## src/rtl/debug_uart_tx.sv

```systemverilog
// Debug link transmitter: snapshots seven CPU debug ports and sends them as
// one 9-byte 8N1 burst (SYNC, port1..port7, checksum), LSB first.
module debug_uart_tx #(
  parameter int          CLKS_PER_BIT = 434,
  parameter logic [7:0]  SYNC_BYTE    = 8'hA5
) (
  input  logic       clk,
  input  logic       reset,
  input  logic       send,
  input  logic [7:0] debug_port1,
  input  logic [7:0] debug_port2,
  input  logic [7:0] debug_port3,
  input  logic [7:0] debug_port4,
  input  logic [7:0] debug_port5,
  input  logic [7:0] debug_port6,
  input  logic [7:0] debug_port7,
  output logic       tx,
  output logic       busy,
  output logic       frame_done
);

  localparam int BW = (CLKS_PER_BIT > 1) ? $clog2(CLKS_PER_BIT) : 1;
  localparam logic [BW-1:0] BAUD_MAX = BW'(CLKS_PER_BIT - 1);

  typedef enum logic [1:0] {S_IDLE, S_START, S_DATA, S_STOP} state_e;

  state_e          state_q, state_d;
  logic [BW-1:0]   baud_q, baud_d;
  logic [2:0]      bit_q, bit_d;
  logic [3:0]      byte_q, byte_d;
  logic            tx_q, tx_d;
  logic            busy_q, busy_d;
  logic            done_q, done_d;
  logic [7:0]      snap_q [7];
  logic [7:0]      csum_q;
  logic [7:0]      port_w [7];
  logic [7:0]      csum_w;
  logic [7:0]      byte_val;
  logic            accept;

  // Gather the ports into an array and form their 8-bit wrap-around sum.
  always_comb begin
    port_w[0] = debug_port1;
    port_w[1] = debug_port2;
    port_w[2] = debug_port3;
    port_w[3] = debug_port4;
    port_w[4] = debug_port5;
    port_w[5] = debug_port6;
    port_w[6] = debug_port7;
    csum_w    = '0;
    for (int i = 0; i < 7; i++) csum_w = csum_w + port_w[i];
  end

  // Byte that will be on the line for the next cycle's byte index.
  always_comb begin
    byte_val = SYNC_BYTE;
    case (byte_d)
      4'd1:    byte_val = snap_q[0];
      4'd2:    byte_val = snap_q[1];
      4'd3:    byte_val = snap_q[2];
      4'd4:    byte_val = snap_q[3];
      4'd5:    byte_val = snap_q[4];
      4'd6:    byte_val = snap_q[5];
      4'd7:    byte_val = snap_q[6];
      4'd8:    byte_val = csum_q;
      default: byte_val = SYNC_BYTE;
    endcase
  end

  // Next-state logic: bit/byte sequencing and registered output values.
  always_comb begin
    state_d = state_q;
    baud_d  = baud_q;
    bit_d   = bit_q;
    byte_d  = byte_q;
    busy_d  = busy_q;
    done_d  = 1'b0;
    accept  = 1'b0;
    case (state_q)
      S_IDLE: begin
        busy_d = 1'b0;
        if (send) begin
          accept  = 1'b1;
          state_d = S_START;
          baud_d  = BAUD_MAX;
          bit_d   = '0;
          byte_d  = '0;
          busy_d  = 1'b1;
        end
      end
      S_START: begin
        if (baud_q == '0) begin
          state_d = S_DATA;
          baud_d  = BAUD_MAX;
          bit_d   = '0;
        end else begin
          baud_d = baud_q - 1'b1;
        end
      end
      S_DATA: begin
        if (baud_q == '0) begin
          baud_d = BAUD_MAX;
          if (bit_q == 3'd7) state_d = S_STOP;
          else               bit_d   = bit_q + 1'b1;
        end else begin
          baud_d = baud_q - 1'b1;
        end
      end
      S_STOP: begin
        if (baud_q == '0) begin
          if (byte_q == 4'd8) begin
            state_d = S_IDLE;
            baud_d  = '0;
            bit_d   = '0;
            byte_d  = '0;
            busy_d  = 1'b0;
            done_d  = 1'b1;
          end else begin
            state_d = S_START;
            baud_d  = BAUD_MAX;
            byte_d  = byte_q + 1'b1;
          end
        end else begin
          baud_d = baud_q - 1'b1;
        end
      end
      default: state_d = S_IDLE;
    endcase

    case (state_d)
      S_START: tx_d = 1'b0;
      S_DATA:  tx_d = byte_val[bit_d];
      default: tx_d = 1'b1;
    endcase
  end

  // Sequencer state and registered outputs.
  always_ff @(posedge clk or negedge reset) begin
    if (!reset) begin
      state_q <= S_IDLE;
      baud_q  <= '0;
      bit_q   <= '0;
      byte_q  <= '0;
      tx_q    <= 1'b1;
      busy_q  <= 1'b0;
      done_q  <= 1'b0;
    end else begin
      state_q <= state_d;
      baud_q  <= baud_d;
      bit_q   <= bit_d;
      byte_q  <= byte_d;
      tx_q    <= tx_d;
      busy_q  <= busy_d;
      done_q  <= done_d;
    end
  end

  // Frame snapshot, captured only on the accepting edge.
  always_ff @(posedge clk or negedge reset) begin
    if (!reset) begin
      for (int i = 0; i < 7; i++) snap_q[i] <= '0;
      csum_q <= '0;
    end else if (accept) begin
      for (int i = 0; i < 7; i++) snap_q[i] <= port_w[i];
      csum_q <= csum_w;
    end
  end

  assign tx         = tx_q;
  assign busy       = busy_q;
  assign frame_done = done_q;

endmodule
```

## config.mk

```make
export PLATFORM = sky130hd
export DESIGN_NAME = debug_uart_tx
export DESIGN_NICKNAME = d
export VERILOG_FILES = /design/src/rtl/debug_uart_tx.sv
export SDC_FILE = /design/constraint.sdc
export NUM_CORES = 1
export LEC_CHECK = 0
export ABC_AREA = 1
export CORE_UTILIZATION = 58
export CTS_CLUSTER_DIAMETER = 60
export DETAILED_ROUTE_END_ITERATION = 6
export PLACE_DENSITY = 0.9
export SYNTH_ARGS = -nofsm -noshare
export SYNTH_HDL_FRONTEND = slang
export SYNTH_SLANG_ARGS = --single-unit
```

## constraint.sdc

```tcl
create_clock -name clk -period 5.2 [get_ports clk]
set_input_delay 1.3 -clock clk [delete_from_list [all_inputs] [get_ports clk]]
set_output_delay 1.3 -clock clk [all_outputs]
set_load 0.1 [all_outputs]
```

# --- Word-level counts from Yosys, hierarchy flattened ---
# Cells that the tools add are included.
op_classes:
  n_reduce_logical: 5
  eq_ne: 18
  add_sub_neg: 9
  muxes: 35
  order_cmp: 1
op_table:
  columns: ["op", "count"]
  rows:
  - ["$pmux W8 S8", 1]
  - ["$add A8 B8 Y8", 6]
  - ["$mux W9", 4]
  - ["$pmux W9 S3", 1]
  - ["$mux W3", 6]
  - ["$eq A4 B3 Y1 const B", 4]
  - ["$mux W4", 3]
  - ["$pmux W3 S4", 1]
  - ["$mux W2", 5]
  - ["$logic_not A9 Y1", 1]
  - ["$mux W1", 9]
  - ["$sub A9 B1 Y9 const B", 1]
  - ["$eq A4 B2 Y1 const B", 2]
  - ["$eq A4 B4 Y1 const B", 2]
  - ["$pmux W2 S4", 1]
  - ["$pmux W4 S2", 1]
  - ["$eq A2 B2 Y1 const B", 3]
  - ["$ne A2 B2 Y1 const B", 3]
  - ["$add A4 B1 Y4 const B", 1]
  - ["$eq A2 B1 Y1 const B", 2]
  - ["$eq A4 B1 Y1 const B", 1]
  - ["$lt A3 B4 Y1 const B", 1]
  - ["$pmux W1 S2", 2]
  - ["$add A3 B1 Y3 const B", 1]
  - ["6 further kinds", 6]
totals:
  word_cells: 83
  output_inout_bits: 3
  input_bits: 59
  ff_bits: 85

# --- Logic depth before layout (Yosys ltp) ---
logic_depth:
  ltp_word: 9
  depth_mapped: 23
  mapped_depth_nobuf: 22

# --- Least setup slack after synthesis ---
# Ideal clock, no wire load.
synth_path:
  kind: "input to register"
  startpoint: "in debug_port1[4]"
  endpoint: "reg csum_q[7]"
  setup_ns: 0.123
  cell_stages: 17
  setup_slack_ns: 0.372
  t_required_ns: 5.077
  arrival_time_ns: 4.705
  path_buffers: 0
  cell_sequence: "inv_1 fa_1 inv_1 fa_1 inv_1 fa_1 fa_1 inv_1 ha_1 inv_1 o31ai_1 inv_1 nor2_1 o21ai_0 and3_1 o21ai_0 nand2_1"
synth_between:
  elab_chain_cells: 6
synth_rtl:
  columns: ["element", "line", "source"]
  rows:
  - ["start, declared", "10", "input logic [7:0] debug_port1,"]
  - ["$add A8 B8 Y8 (6 in series)", "51", "for (int i = 0; i < 7; i++) csum_w = csum_w + port_w[i];"]
  - ["end signal, assigned", "165", "csum_q <= csum_w;"]
  - ["end, declared", "35", "logic [7:0] csum_q;"]
# Every way passes these cells.
# A chain may end at the register's enable or synchronous reset.

# --- Worst setup path after layout ---
# Same ends and word-level chain as after synthesis.

==> results.ini <==
[sta]
final_max_slew_viol_count = 0
hold_viol_final = 0
worstMarginPinSlew_ns = 1.077
setup-violations-final = 0
fin_crit_sh_pct = 97.31
whs_ns = 0.4880
slew-limit-headroom_pct = 28.18
fmax_mhz = 197.6
fin_crit_ns = 5.060
finalClockSkew_ns = 0.01253

[layout]
multi_input_area_sq_mm = 0.003174
area_delta_synth_final_pct = 16.45
stdcell_count = 921
fin_area_sq_mm = 0.006653
layout.cells.most_common = nand2_1
nFillCells = 731
drive_gt1_share_pct = 8.965
nNetsFinal = 897
final_cell_mix = 270 x nand2_1, 84 x inv_1, 84 x dfrtp_1
regArea_sq_mm = 0.002128
num_antenna_cells = 0

[placed_design]
portBuffers = 61
gp_congestion = 0.9231
place_hpwl_microns = 10210
place_area_sq_mm = 0.006455
dp.cells = 906

[cts]
cts.repair.resized = 0
cts.sinks = 85
cts_tree = built
cts_buffer_depth = 2
postCtsSetupBuffers = 0
htreeDepth = 3
numCtsBuffers = 9
cts_root_buf = clkbuf_8
path_clk_slew_ns = 0.08
worstSkewPairLatency_ns = 0.37
cts_hold_buf = 0

[yosys]
synthXorXnorAreaFrac_pct = 2.300
synth_top_family_by_area = simple AND/OR/NAND/NOR gates
synth-main-ff-cell = dfrtp_1
synth_nets = 834
synth_warnings = 0
syn_avg_cell_area_sq_um = 7.880
syn-cell-area_sq_mm = 0.005713
yosys.area_share.adder_pct = 15.16
synth.distinct_cells = 37
async_reset_ff_share_pct = 100.0
synth_compound_area_share_pct = 6.614
synthMuxAreaShare_pct = 0
netlist.area_leader.share_pct = 36.79
synth-edff-count = 0
synthCells = 725
ys_ff_latch = 85
yosys.area_share.simple_pct = 30.90
synth_top_cells_by_area = dfrtp_1 37%, nand2_1 18%, fa_1 11%
yosysTopAreaCell = dfrtp_1
synth-seq-area-share_pct = 37.25

[drt]
vias = 5047
drtAntennaViolNets = 0
via_per_inst = 5.480
first_iter_violations = 407
drc = 0
wl_per_cell_microns = 15.02
firstDrtPassIters = 5
routed_wl_microns = 13840

[floorplanning]
core_area_sq_mm = 0.009371
die_w_microns = 101.2
rows = 35
initial_core_util_pct = 60.96
ios = 62
die_y_microns = 101.2
dieArea_sq_mm = 0.01025

[worst_setup_path]
crit_fanout = 2
end_kind = flip-flop
cp.required_ns = 5.46
worstSetupPathType = primary input to flip-flop
cp-start-kind = primary input
cp.arrival_ns = 5.32

[job]
cap_violations = 0

[power]
power_leakage_nw = 3.395
power_w = 0.003129
ir_drop_uv = 210.8
power.density_mw_per_mm2 = 470.3

[run_status]
run_status = finished clean

[grt]
grt_overflow = 0
groute.usage.overall_pct = 29.63
grt_pass1_wl_microns = 23090
antenna_found_initial = 0
grt_pass1_vias = 5055
grt_max_degree = 86

[hold_path]
min_path_type = flip-flop to flip-flop

metrics by stage:
step / setup slack (ns) / setup TNS (ns) / util, %
floorplan: 0.3716 / 0 / -
detailed placement: -0.3749 / -0.6108 / 68.88
global route: -0.05270 / -0.1046 / 70.99
finish: 0.1400 / 0 / 70.99
CTS: 0.001268 / 0 / 70.65
global placement: -0.2110 / -0.2988 / 68.88
where the power goes:
group | total (W) | internal [W] | switching, W
Sequential | 0.00113 | 0.000948 | 0.000181
Combinational | 0.00158 | 0.000607 | 0.000969
Clock | 0.000423 | 0.000182 | 0.000240
Total | 0.00313 | 0.00174 | 0.00139
cell type report:
class | count | share of cell area (%)
multi-input combinational | 530 | 47.71
timing repair buffer | 69 | 10.04
clock inverter | 4 | 0.3762
tap | 129 | 2.426
sequential | 85 | 31.99
clock buffer | 11 | 2.125
inverter | 93 | 5.323
synth_stat cells (2+ instances only):
cell type,count
ha_1,18
nand2_2,8
o22ai_1,6
nand2_4,4
inv_4,2
nor2_4,13
xnor2_1,9
a22oi_1,2
o31ai_1,3
fa_1,32
nor2_8,2
nor2_1,38
clkbuf_1,12
inv_2,6
nor3_1,2
nand2_1,271
inv_1,84
xor2_1,6
a21oi_1,18
nor2_2,5
nand4_1,2
o21ai_1,3
dfrtp_1,84
o21ai_0,33
nand3_1,48
buf_6,3
path summary, 6_finish.rpt:
kind / cells after the start / slack, ns / endpoint / from
worst min register to register: 2 / 0.49 / snap_q[19]$_DFFE_PN0P_ / snap_q[19]$_DFFE_PN0P_
worst max register to register: 18 / 2.10 / tx$_DFF_PN1_ / state_q[0]$_DFF_PN0_
min in group asynchronous: 1 / 1.10 / snap_q[8]$_DFFE_PN0P_ / reset
max in group asynchronous: 1 / 3.38 / baud_q[3]$_DFFE_PN0P_ / reset
worst min-delay path: 2 / 0.49 / snap_q[19]$_DFFE_PN0P_ / snap_q[19]$_DFFE_PN0P_
worst max-delay path: 19 / 0.14 / csum_q[7]$_DFFE_PN0P_ / debug_port1[4]
state kept, by name, summed over array words and instances (netlist names):
name / cells
tx: 1
snap_q: 56
byte_q: 4
bit_q: 3
csum_q: 8
frame_done: 1
busy: 1
baud_q: 9
state_q: 2
worst max-delay path, stage by stage:
cell and delay [ns]:
clkdlybuf4s50_1 0.45, inv_1 0.06, fa_1 0.54, inv_1 0.06
fa_1 0.53, inv_1 0.06, fa_1 0.50, fa_1 0.52
inv_1 0.05, ha_1 0.31, buf_4 0.16, a21oi_4 0.13
o31ai_4 0.09, inv_1 0.07, nor2_2 0.05, o21ai_2 0.14
a21oi_1 0.09, o21ai_1 0.14, nand2_1 0.06
routing by layer:
metal	vias to the layer above	track usage (%)	wire length, microns
met5	-	0	0
met4	0	16.50	590
met3	51	4.831	912
met2	217	50.18	6980
met1	2410	36.33	5351
li1	2369	-	-
kinds of logic (layout without fill, tap and decap cells):
logic type,after synthesis,after routing
buf+inv,110,177
flops,85,85
compound gates,69,69
xor+xnor,15,15
fa+ha+maj,50,50
simple gates,396,396
Note: power is estimated with default switching activity, not from simulation.
